==> src/rtl/ifns_decoder_29.sv <==
// Bit-serial decoder for 29-bit Fibonacci-weighted codewords.
// Weights W[i] come from a running (prev, cur) pair, one codeword bit per cycle, LSB first.
module ifns_decoder_29 (
  input  logic        clock,
  input  logic        rst_n,
  input  logic        in_valid,
  output logic        in_ready,
  input  logic [28:0] codein,
  output logic        out_valid,
  input  logic        out_ready,
  output logic [19:0] dataout,
  output logic        ovf
);

  typedef enum logic [1:0] {IDLE, ACC, DONE} state_t;

  state_t      state;
  logic [28:0] shreg;
  logic [21:0] acc;
  logic [21:0] cur;
  logic [21:0] prev;
  logic [4:0]  count;
  logic [21:0] acc_next;

  assign acc_next  = acc + (shreg[0] ? cur : 22'd0);
  assign in_ready  = (state == IDLE);
  assign out_valid = (state == DONE);

  // The result registers are loaded from acc_next on the last bit so DONE presents the full sum.
  always_ff @(posedge clock or negedge rst_n) begin
    if (!rst_n) begin
      state   <= IDLE;
      shreg   <= '0;
      acc     <= '0;
      cur     <= '0;
      prev    <= '0;
      count   <= '0;
      dataout <= '0;
      ovf     <= 1'b0;
    end else begin
      case (state)
        IDLE: begin
          if (in_valid) begin
            shreg <= codein;
            acc   <= '0;
            cur   <= 22'd1;
            prev  <= 22'd1;
            count <= 5'd29;
            state <= ACC;
          end
        end
        ACC: begin
          acc   <= acc_next;
          shreg <= shreg >> 1;
          prev  <= cur;
          cur   <= cur + prev;
          count <= count - 5'd1;
          if (count == 5'd1) begin
            dataout <= acc_next[19:0];
            ovf     <= |acc_next[21:20];
            state   <= DONE;
          end
        end
        DONE: begin
          if (out_ready) state <= IDLE;
        end
        default: state <= IDLE;
      endcase
    end
  end

endmodule

==> config.mk <==
export PLATFORM = sky130hd
export DESIGN_NAME = ifns_decoder_29
export DESIGN_NICKNAME = d
export VERILOG_FILES = /design/src/rtl/ifns_decoder_29.sv
export SDC_FILE = /design/constraint.sdc
export NUM_CORES = 1
export LEC_CHECK = 0
export CORE_ASPECT_RATIO = 0.8
export CORE_MARGIN = 8
export CORE_UTILIZATION = 64
export CTS_CLUSTER_SIZE = 25
export DETAILED_ROUTE_END_ITERATION = 16
export HOLD_SLACK_MARGIN = 0.05
export PLACE_DENSITY = 0.84
export REMOVE_ABC_BUFFERS = 1
export SYNTH_ARGS = -nofsm -noshare
export SYNTH_HDL_FRONTEND = slang
export SYNTH_SLANG_ARGS = --single-unit
export TNS_END_PERCENT = 1
==> constraint.sdc <==
create_clock -name clock -period 6.6 [get_ports clock]
set_input_delay 1.32 -clock clock [delete_from_list [all_inputs] [get_ports clock]]
set_output_delay 1.32 -clock clock [all_outputs]
set_load 0.02 [all_outputs]
# Word level (Yosys, flattened, before mapping)
# Index checks and enable logic that the tools add are counted.
# classes
n_addsub	3
eq_ne	6
mux	14
reduce_logical	6
# ops
operator	n
22-bit case mux with 2 select lines	3
22-bit 2-to-1 mux	3
29-bit case mux with 2 select lines	1
22-bit adder	2
29-bit 2-to-1 mux	1
5-bit case mux with 2 select lines	1
2-bit 2-to-1 mux	3
2-bit case mux with 3 select lines	1
5-bit by 1-bit == test with 1-bit output (second input constant)	1
5-bit 2-to-1 mux	1
5-bit by 1-bit subtractor with 5-bit output (second input constant)	1
2-bit inequality test (second input constant)	2
2-bit AND reduction	2
3-bit AND reduction	1
2-bit by 1-bit == test with 1-bit output (second input constant)	1
2-bit == test (second input constant)	1
2-bit zero test	1
2-bit by 1-bit inequality test with 1-bit output (second input constant)	1
2-bit nonzero test	1
2-bit OR reduction	1
# totals
reg_bits	123
inputBits	33

# Longest topological paths before layout
# logic_depth
word_depth	3
ltp_mapped	11

# Worst setup path after synthesis
# Ideal clock, no wire load.
# synth_path
path_type	reg2reg
start	register shreg[0]
end	register dataout[16]
arrival_time_ns	2.568
path_slack_ns	3.907
path_stages_with_launch	12
path_cell_list	dfrtp_1 -> clkbuf_1 -> and2_1 -> ha_1 -> fa_1 -> a211oi_1 -> nor2_1 -> o31ai_1 -> a21boi_1 -> a211oi_2 -> xnor2_1 -> mux2_2
# synth_via
elab_chain_cells	2
# synth_rtl
element	line_no	rtl
from (decl)	18	logic [28:0] shreg;
from (signal assigned)	44	shreg <= codein;
from (signal assigned)	54	shreg <= shreg >> 1;
22-bit 2-to-1 mux	25	assign acc_next = acc + (shreg[0] ? cur : 22'd0);
22-bit adder	25	
to (signal assigned)	59	dataout <= acc_next[19:0];
to (decl)	11	output logic [19:0] dataout,
# Every way passes these cells.
# A chain may end at the register's enable or synchronous reset.

# Worst setup path after layout
# Same ends and word-level chain as after synthesis.

==> results.toml <==
[global_routing]
grt_start_max_net_pins = 71
grt_pass1_wl_um = 30000
grt_overflow_total = 0
grt_antenna_before_repair = 0
grt.total_usage_pct = 24.1
grt_pass1_vias = 6220

[clock_network]
cts_tree = "yes"
worstSkewPairLatency_ps = 410
number_of_gates_given_a_new_drive_strength_after_cts = 0
cts_max_path_buffers = 2
post_cts.repair.setup_buffers = 0
worst_setup_hold_path_clk_slew_ps = 60
cts_buffers = 17
cts_hold_repair.buffers = 0
cts.htree.levels = 4
cts.sink_count = 123
root_buffer = "sky130_fd_sc_hd__clkbuf_16"

[cells_and_area]
area_growth_synth_to_finish_pct = 16.7
antennaDiodeCount = 0
fillCellCount = 811
fin_nets = 904
fraction_of_layout_instances_using_a_drive_strength_above_1_pct = 6.70
register_area_mm2 = 0.00308
multi_input_comb_area_mm2 = 0.00401

[die]
core_mm2 = 0.0113
boundaryPins = 56
placementRows = 35
die_height_um = 112
die_area_mm2 = 0.0151
floorplan.initialDensity_pct = 64.4
floorplan.die.width_um = 135

[power_and_ir_drop]
total_switching_power_mw = 2.23
leakage_nw = 3.78
p_int_mw = 3.00
power.share.combinational_pct = 55.3
pwr-share-clk_pct = 17.4
vdd_drop_max_mv = 0.358
power_switching_share_pct = 42.6
seq_power_share_pct = 27.2
power.density_mw_per_mm2 = 614

[critical_path]
critPathKind = "register to register"
data_arrival_time_of_the_critical_path_ps = 3570
critical_path_peak_fanout = 23
worstPathRequired_ps = 6880
critical_path_source_type = "register"
crit_path_end_kind = "register"

[min_path]
worstHoldPathType = "register to register"

[timing]
fmaxAchievable_mhz = 304
worst_slew_pin_slew_ps = 854
rsz_0062_raised_after_global_routing = "false"
timing_max_transition_violations_final = 0
skew_ps = 6.58
number_of_setup_violations_in_the_final_report = 0
fin_crit_sh_pct = 49.8
relSlewSlack_pct = 43.1
final-hold-violation-count = 0
setup_tns_ps = 0
final.hold.worst_slack_ps = 470
min_period_ps = 3290

[routing]
wl_met3_um = 1050
ant_nets = 0
dr.pass1.iters = 5
detail_route.wirelength_um = 17700
avgViaCountPerCell = 6.30
drt_iter0_drc = 598
met2RoutedLength_um = 8540
drc_errors = 0
met1_length_um = 7740
routed-via-count = 6197
routedWlPerCell_um = 18.0
highest_layer = "met4"

[yosys]
ys_warn_count = 0
seq_area_frac_synth_pct = 42.1
synth_flop_cell = "sky130_fd_sc_hd__dfrtp_1"
ys_seq_elements = 123
synthesis.area_per_instance_um2 = 9.31
synth_area_mm2 = 0.00730
synthesis.instances = 785
ys_types = 60
synth_async_sr_flop_share_pct = 100
synth-edff-count = 0

[placement]
replace_congestion = 0.924
hpwlAfterDp_um = 11600
portBuffers = 55

[job]
drv.max_cap_violation_count = 0

[run_status]
status = "finished clean"
## stage by stage
step / area, um^2 / worst slack (ps) / utilization (%) / instances / total power [mW]
after floorplan: 7140 / 1740 / - / 741 / 3.51
after global placement: 7950 / 3260 / 70.1 / 954 / 4.09
after detailed placement: 7950 / 3230 / 70.1 / 954 / 4.25
after CTS: 8520 / 3340 / 75.2 / 984 / 5.22
after global routing: 8520 / 3160 / 75.2 / 984 / 5.64
final: 8520 / 3310 / 75.2 / 984 / 5.23
## worst paths after layout
| check | start | end | slack (ps) | depth (start not counted) |
|---|---|---|---|---|
| setup / recovery | shreg[0]$_DFFE_PN0P_ | dataout[16]$_DFFE_PN0P_ | 3310 | 10 |
| max in group asynchronous | rst_n | cur[6]$_DFFE_PN0P_ | 4280 | 2 |
| hold / removal | dataout[6]$_DFFE_PN0P_ | dataout[6]$_DFFE_PN0P_ | 470 | 2 |
| hold reg to reg | dataout[6]$_DFFE_PN0P_ | dataout[6]$_DFFE_PN0P_ | 470 | 2 |
| min in group asynchronous | rst_n | acc[16]$_DFFE_PN0P_ | 970 | 1 |
| setup reg to reg | shreg[0]$_DFFE_PN0P_ | dataout[16]$_DFFE_PN0P_ | 3310 | 10 |
## Yosys cell counts, types with 5 or more instances
cell	instances	area (um^2)
sky130_fd_sc_hd__dfrtp_1	123	3080
sky130_fd_sc_hd__o21ai_0	75	375
sky130_fd_sc_hd__nand2_1	74	278
sky130_fd_sc_hd__a21oi_1	69	345
sky130_fd_sc_hd__ha_1	44	551
sky130_fd_sc_hd__nor2_1	41	154
sky130_fd_sc_hd__a22o_1	36	315
sky130_fd_sc_hd__clkbuf_1	34	128
sky130_fd_sc_hd__nor2b_1	34	213
sky130_fd_sc_hd__a22oi_1	30	225
sky130_fd_sc_hd__and2_1	23	144
sky130_fd_sc_hd__xnor2_1	17	149
sky130_fd_sc_hd__inv_1	14	52.6
sky130_fd_sc_hd__a21o_1	13	97.6
sky130_fd_sc_hd__nand3_1	13	65.1
sky130_fd_sc_hd__xor2_1	13	114
sky130_fd_sc_hd__a211oi_1	8	60.1
sky130_fd_sc_hd__nor3_1	8	40.0
sky130_fd_sc_hd__and3_1	7	43.8
sky130_fd_sc_hd__buf_1	7	26.3
sky130_fd_sc_hd__nand2b_1	7	43.8
sky130_fd_sc_hd__nand4_1	7	43.8
sky130_fd_sc_hd__o31ai_1	7	52.6
sky130_fd_sc_hd__mux2_2	6	67.6
sky130_fd_sc_hd__o21a_1	6	45.0
sky130_fd_sc_hd__o21bai_1	6	45.0
sky130_fd_sc_hd__a31oi_1	5	31.3
## critical path: stages (launching register included)
cell,delay [ps]
sky130_fd_sc_hd__dfrtp_1,610
sky130_fd_sc_hd__and2_1,260
sky130_fd_sc_hd__ha_1,210
sky130_fd_sc_hd__fa_1,440
sky130_fd_sc_hd__a211oi_1,300
sky130_fd_sc_hd__nor2_1,120
sky130_fd_sc_hd__o31ai_1,370
sky130_fd_sc_hd__a21boi_1,230
sky130_fd_sc_hd__a211oi_2,250
sky130_fd_sc_hd__xnor2_1,110
sky130_fd_sc_hd__mux2_2,280
## sequential cells by signal, indices dropped and copies added (netlist names)
register / count
cur: 22
acc: 22
shreg: 29
count: 5
ovf: 1
dataout: 20
prev: 22
state: 2
## power by group through the flow
stage	Sequential [mW]	Clock, mW	Combinational [mW]
5_1_grt	1.47	0.964	3.21
3_3_place_gp	1.40	0	2.69
2_1_floorplan	1.42	0	2.09
3_5_place_dp	1.42	0	2.83
4_1_cts	1.42	0.927	2.87
6_report	1.42	0.911	2.89
## routing by layer
layer	track usage, %	vias up
li1	-	2951
met1	31.6	2973
met5	0	-
met2	38.4	237
met4	8.20	0
met3	5.58	36
## kinds of logic after synthesis
family	Yosys count	share of synthesized area [%]
AND/OR/NAND/NOR	231	15.7
AO/OA/AOI/OAI	289	26.2
adder cells (fa/ha/maj)	46	8.09
buffers and inverters	58	3.03
multiplexers	8	1.20
XOR/XNOR	30	3.60
flip-flops	123	42.1
## placed cells by master, fill, tap and decap left out, drive strengths merged, types with 7 or more instances in the layout
master and count:
ha 44, a21oi 71, nand4 7, a21o 13, xnor2 17, nor3 8
buf 11, and3 7, o31ai 8, nor2b 34, nand2b 7, a22oi 30
a22o 36, clkdlybuf4s50 54, a211oi 11, o21ai 78, xor2 13, and2 24
dfrtp 123, nor2 41, nand2 74, clkbuf 21, nand3 13, inv 14
## cell type report
cell class | count | area share (%)
clock buffers | 21 | 5.28
clock inverters | 9 | 1.44
inverters | 14 | 0.616
multi-input cells | 604 | 47.1
flip-flops and latches | 123 | 36.1
well taps | 148 | 2.17
repair buffers | 65 | 7.31
Power figures use the tool's default switching activity.
